[src/rtl/fancy_timer_param_if.sv]
// Serial control/status bundle for the pattern-triggered delay timer.
// Latency: none, plain wires.
// Backpressure: none; ack/abort are level inputs sampled by the timer.
interface fancy_timer_param_if #(
    parameter int DLY_W = 4
);
    logic             data;
    logic             ack;
    logic             abort;
    logic [DLY_W-1:0] count;
    logic             counting;
    logic             done;

    // Driver side: stimulus out, status in.
    modport master (
        output data,
        output ack,
        output abort,
        input  count,
        input  counting,
        input  done
    );

    // Timer side: stimulus in, status out.
    modport slave (
        input  data,
        input  ack,
        input  abort,
        output count,
        output counting,
        output done
    );
endinterface

[src/rtl/fancy_timer_param.sv]
// Pattern-triggered delay timer: match PATTERN, shift DLY_W delay bits, count (delay+1)*TICK cycles.
// Latency: counting rises the edge after the last delay bit; outputs are Moore (registered state only).
// Backpressure: done holds until ack or abort is sampled; abort cancels SHIFT/COUNT/WAIT next edge.
module fancy_timer_param #(
    parameter int               PAT_W   = 4,
    parameter logic [PAT_W-1:0] PATTERN = 4'b1101,
    parameter int               DLY_W   = 4,
    parameter int               TICK    = 1000
) (
    input  logic                clk,
    input  logic                areset_n,
    fancy_timer_param_if.slave  bus
);

    localparam int TW = $clog2(TICK);
    localparam int VW = $clog2(PAT_W + 1);
    localparam int BW = (DLY_W > 1) ? $clog2(DLY_W) : 1;

    localparam logic [TW-1:0] TICK_MAX = TW'(TICK - 1);
    localparam logic [VW-1:0] VCNT_MAX = VW'(PAT_W);
    localparam logic [BW-1:0] BCNT_MAX = BW'(DLY_W - 1);

    typedef enum logic [1:0] {
        ST_SEARCH = 2'd0,
        ST_SHIFT  = 2'd1,
        ST_COUNT  = 2'd2,
        ST_WAIT   = 2'd3
    } state_t;

    state_t           state_q, state_d;
    logic [PAT_W-1:0] hist_q,  hist_d;
    logic [VW-1:0]    vcnt_q,  vcnt_d;
    logic [DLY_W-1:0] dly_q,   dly_d;
    logic [BW-1:0]    bcnt_q,  bcnt_d;
    logic [TW-1:0]    tick_q,  tick_d;

    logic [PAT_W:0]   hist_ext;
    logic [DLY_W:0]   dly_ext;

    // Shifted views so the newest sample always lands in the LSB.
    assign hist_ext = {hist_q, bus.data};
    assign dly_ext  = {dly_q, bus.data};

    // State register and datapath flops; reset returns to an empty search.
    always_ff @(posedge clk or negedge areset_n) begin
        if (!areset_n) begin
            state_q <= ST_SEARCH;
            hist_q  <= '0;
            vcnt_q  <= '0;
            dly_q   <= '0;
            bcnt_q  <= '0;
            tick_q  <= '0;
        end else begin
            state_q <= state_d;
            hist_q  <= hist_d;
            vcnt_q  <= vcnt_d;
            dly_q   <= dly_d;
            bcnt_q  <= bcnt_d;
            tick_q  <= tick_d;
        end
    end

    // Next-state logic; any return to SEARCH wipes history, delay and tick.
    always_comb begin
        state_d = state_q;
        hist_d  = hist_q;
        vcnt_d  = vcnt_q;
        dly_d   = dly_q;
        bcnt_d  = bcnt_q;
        tick_d  = tick_q;

        case (state_q)
            ST_SEARCH: begin
                hist_d = hist_ext[PAT_W-1:0];
                vcnt_d = (vcnt_q == VCNT_MAX) ? vcnt_q : vcnt_q + VW'(1);
                // Only a full window of fresh samples may match.
                if ((vcnt_d == VCNT_MAX) && (hist_d == PATTERN)) begin
                    state_d = ST_SHIFT;
                    hist_d  = '0;
                    vcnt_d  = '0;
                    dly_d   = '0;
                    bcnt_d  = '0;
                end
            end

            ST_SHIFT: begin
                if (bus.abort) begin
                    state_d = ST_SEARCH;
                    dly_d   = '0;
                    bcnt_d  = '0;
                    tick_d  = '0;
                end else begin
                    dly_d = dly_ext[DLY_W-1:0];
                    if (bcnt_q == BCNT_MAX) begin
                        state_d = ST_COUNT;
                        bcnt_d  = '0;
                        tick_d  = '0;
                    end else begin
                        bcnt_d = bcnt_q + BW'(1);
                    end
                end
            end

            ST_COUNT: begin
                // abort takes priority over the final-tick move to WAIT.
                if (bus.abort) begin
                    state_d = ST_SEARCH;
                    dly_d   = '0;
                    tick_d  = '0;
                end else if (tick_q == TICK_MAX) begin
                    tick_d = '0;
                    if (dly_q != '0) begin
                        dly_d = dly_q - DLY_W'(1);
                    end else begin
                        state_d = ST_WAIT;
                    end
                end else begin
                    tick_d = tick_q + TW'(1);
                end
            end

            ST_WAIT: begin
                if (bus.ack || bus.abort) begin
                    state_d = ST_SEARCH;
                    hist_d  = '0;
                    vcnt_d  = '0;
                    dly_d   = '0;
                    tick_d  = '0;
                end
            end

            default: begin
                state_d = ST_SEARCH;
            end
        endcase
    end

    // Moore outputs; count reads 0 whenever the timer is not counting.
    assign bus.counting = (state_q == ST_COUNT);
    assign bus.done     = (state_q == ST_WAIT);
    assign bus.count    = (state_q == ST_COUNT) ? dly_q : '0;

endmodule

[src/flat_wrapper.sv]
// flat-port wrapper written by rule: the top's interface ports become plain ports
module fancy_timer_param_flat 
#(
    parameter int               PAT_W   = 4,
    parameter logic [PAT_W-1:0] PATTERN = 4'b1101,
    parameter int               DLY_W   = 4,
    parameter int               TICK    = 1000
)
  (clk, areset_n, bus_data, bus_ack, bus_abort, bus_count, bus_counting, bus_done);
  fancy_timer_param_if #(.DLY_W(DLY_W)) bus_i ();
  input  logic clk;
  input  logic areset_n;
  input wire logic [$bits(bus_i.data)-1:0] bus_data;
  input wire logic [$bits(bus_i.ack)-1:0] bus_ack;
  input wire logic [$bits(bus_i.abort)-1:0] bus_abort;
  output wire logic [$bits(bus_i.count)-1:0] bus_count;
  output wire logic [$bits(bus_i.counting)-1:0] bus_counting;
  output wire logic [$bits(bus_i.done)-1:0] bus_done;
  assign bus_i.data = bus_data;
  assign bus_i.ack = bus_ack;
  assign bus_i.abort = bus_abort;
  assign bus_count = bus_i.count;
  assign bus_counting = bus_i.counting;
  assign bus_done = bus_i.done;
  fancy_timer_param #(.PAT_W(PAT_W), .PATTERN(PATTERN), .DLY_W(DLY_W), .TICK(TICK)) u_core (.clk(clk), .areset_n(areset_n), .bus(bus_i));
endmodule
[config.mk]
export PLATFORM = sky130hd
export DESIGN_NAME = fancy_timer_param_flat
export DESIGN_NICKNAME = d
export VERILOG_FILES = /design/src/rtl/fancy_timer_param_if.sv /design/src/rtl/fancy_timer_param.sv /design/src/flat_wrapper.sv
export SDC_FILE = /design/constraint.sdc
export NUM_CORES = 1
export LEC_CHECK = 0
export BUFFER_PORTS_ARGS = -buffer_cell sky130_fd_sc_hd__buf_2
export CAP_MARGIN = 15
export CORE_MARGIN = 2
export CORE_UTILIZATION = 39
export CTS_CLUSTER_DIAMETER = 100
export CTS_CLUSTER_SIZE = 40
export DETAILED_ROUTE_END_ITERATION = 6
export PLACE_DENSITY_LB_ADDON = 0.12
export SYNTH_ARGS = -nofsm -noshare
export SYNTH_HDL_FRONTEND = slang
export SYNTH_SLANG_ARGS = --single-unit
[constraint.sdc]
create_clock -name clk -period 1.88 [get_ports clk]
set_input_delay 0.282 -clock clk [delete_from_list [all_inputs] [get_ports clk]]
set_output_delay 0.282 -clock clk [all_outputs]
set_load 0.05 [all_outputs]
==> summary.md <==
| Metric | Value |
|---|---|
| WP data required | 2.08 ns |
| DR vias | 1,327 |
| Clk pin slew, worst setup/hold paths | 0.09 ns |
| Die area | 4340 um2 |
| Post-synthesis instance area | 1490 um2 |
| Synth Register Bits | 24 |
| Hold_ws | -0.0152 ns |
| Failing checks | hold timing |
| DRT Pass-1 Iters | 4 |
| WL final | 3.54 mm |
| Power Density | 1330 nW/um2 |
| Area of the multi-input gates | 923 um2 |
| Achievable frequency | 0.540 GHz |
| Core Area | 3660 um2 |
| Async SR Flop Fraction | 100% |
| Pwr Total | 0.00251 W |
| Most frequent cells in the layout | 22 x dfrtp_1, 18 x buf_4, 14 x o21ai_0 |
| Adder-cell share of the synthesized area | 7.54% |
| Std cell rows | 22 |
| Most common flop cell mapped by yosys | dfrtp_1 |
| H-Tree Level Count | 1 |
| Crit start category | flip-flop |
| PortBufs | 10 |
| IR drop worst, VDD | 421 uV |
| RePlAce Congestion | 0.838 |
| Max-cap violations | 0 |
| DRC | 0 |
| Die Y | 65.9 um |
| Synth-to-layout area growth | 26.2% |
| Simple-gate share of the synthesized area | 20.6% |
| Most common cell after layout, fill and taps aside | dfrtp_1 |
| Main combinational cell family by area after synthesis | compound AO/OA/AOI/OAI gates |
| Unrepaired setup endpoints after global routing | yes |
| Vias in the first global route | 1,245 |
| Worst setup path start | u_core.vcnt_q[1] |
| Post-synth cell types | 47 |
| Post-synthesis compound-gate area fraction | 23.8% |
| Dpl cells | 229 |
| Status | finished, violations left |
| Total track usage | 17.4% |
| Fill cells | 339 |
| CTS Hold Bufs | 0 |
| Hold WC Path Type | in -> async |
| Mux share of post-synthesis cell area | 2.77% |
| Slew Viols, Final | 0 |
| Nets@finish | 204 |
| Ports | 11 |
| Sequential cell area | 603 um2 |
| Clock Path Buffers | 2 |
| Initial antenna violation count | 0 |
| EDFF count, synth | 0 |
| Crit end category | flip-flop |
| Clk sinks | 24 |
| Yosys warning count | 0 |
| XOR/XNOR share of the synthesized area | 0.587% |
| Number of antenna repair diodes | 0 |
| Clock insertion delay at the later pin of the skew report | 0.27 ns |
| Syn_nets | 174 |
| DRT iter0 DRCs | 88 |
| CTS buffer count | 3 |
| Slew Limit Headroom | 63.6% |
| P_leak | 0.850 nW |
| Largest net degree at the start of global routing | 25 |
| Clock Skew | 0.00728 ns |
| CTS tree | done |
| First-pass GRT wire length | 5.82 mm |
| Clock tree root driver cell | clkbuf_8 |
| Crit Path Class | reg -> reg |
| Dpl hpwl | 2.43 mm |
| Worst r2r src | u_core.vcnt_q[1] |
| Worst Path Max Fanout | 7 |
| Final min period | 1.85 ns |
| Syn_area_per_cell | 9.33 um2 |
| Endpoints failing setup | 0 |
| Worst Tran Pin Value | 0.546 ns |
| Post-route non-filler standard cell count | 237 |
| Arr. time, crit path | 2.05 ns |
| Seq/Total Area, Yosys | 40.2% |
| Avg WL per Cell | 14.9 um |
| Vias per inst | 5.60 |
| Routed Antenna Nets | 0 |
| Endpoints failing hold | 24 |
| Post-Synthesis Cells | 160 |
| Remaining global-route overflow | 0 |
| Share of layout cells above drive strength 1 | 29.1% |
| Initial core utilization | 40.8% |
| Die Width | 65.9 um |
| Final period util | 98.4% |
layer usage:
| metal | global-route usage (%) | part of all wire, % | up-vias | wire length (um) |
|---|---|---|---|---|
| met1 | 22.1 | 43 | 648 | 1520 |
| met4 | 6.25 | 1.7 | 0 | 61 |
| met5 | 0 | 0 | - | 0 |
| met3 | 2.56 | 4.0 | 6 | 140 |
| li1 | - | - | 643 | - |
| met2 | 29.9 | 51 | 30 | 1820 |
synth_stat cells, types with 3 or more instances:
library cell | instances | share of area (%)
nand3_1 | 5 | 1.7
a22o_1 | 3 | 1.8
o31ai_1 | 9 | 4.5
nand2_1 | 12 | 3.0
a21oi_1 | 4 | 1.3
inv_1 | 12 | 3.0
ha_1 | 9 | 7.5
nor2_1 | 14 | 3.5
dfrtp_1 | 24 | 40
mux2i_1 | 3 | 2.0
and3_1 | 4 | 1.7
o21ai_0 | 14 | 4.7
nor2b_1 | 5 | 2.1
nand2b_1 | 3 | 1.3
cell type report:
cell class,count,share of cell area (%)
Multi-Input combinational cell,120,49.0
Sequential cell,24,32.0
Timing Repair Buffer,29,10.4
Tap cell,48,3.19
Clock buffer,4,2.92
Inverter,12,2.39
cell families (layout without fill, tap and decap cells):
group,Yosys count,count (layout)
AO/OA/AOI/OAI,49,49
XOR/XNOR,1,1
adder cells (fa/ha/maj),9,9
buffers and inverters,16,45
flip-flops,24,24
multiplexers,4,4
AND/OR/NAND/NOR,57,57
worst paths after layout:
check	to	slack, ns	cells after the start
max	u_core.vcnt_q[2]	0.03	6
min	u_core.bcnt_q[0]	-0.02	1
max reg2reg	u_core.vcnt_q[2]	0.03	6
min reg2reg	u_core.tick_q[9]	0.49	1
max in group asynchronous	u_core.state_q[0]	1.50	1
min in group clk	u_core.hist_q[0]	0.30	2
report_power, final:
group	switching, W	total (W)	internal, W
Sequential	0.000144	0.000790	0.000646
Combinational	0.000706	0.00136	0.000654
Clock	0.000168	0.000355	0.000187
Total	0.00102	0.00251	0.00149
metrics by stage:
step                cell area [um2]  util [%]  setup slack, ns  setup TNS, ns  hold slack [ns]
detailed placement             1730      47.2          -0.0402        -0.0402            0.306
floorplan                      1530         -           0.0242              0          -0.0136
finish                         1880      51.4           0.0297              0          -0.0152
global route                   1880      51.4          -0.0455         -0.104           0.0146
CTS                            1800      49.2          0.00680              0          0.00574
global placement               1730      47.2          -0.0135        -0.0135            0.301
sequential cells by signal (all words and copies together) (netlist names):
signal	count
u_core.tick_q	10
u_core.dly_q	4
u_core.hist_q	3
u_core.vcnt_q	3
u_core.bcnt_q	2
u_core.state_q	2
critical path: stages (launching register included):
cell and delay [ns]:
dfrtp_1 0.44, ha_4 0.19, and3b_1 0.18, a311oi_2 0.34
o21ai_4 0.13, or3_1 0.35, a2bb2oi_2 0.15
what timing repair did:
item	CTS	global route
buffers inserted	0	4
gates resized for setup	4	12
pin swaps	4	10
setup endpoints to repair	4	19
Power figures use the tool's default switching activity.
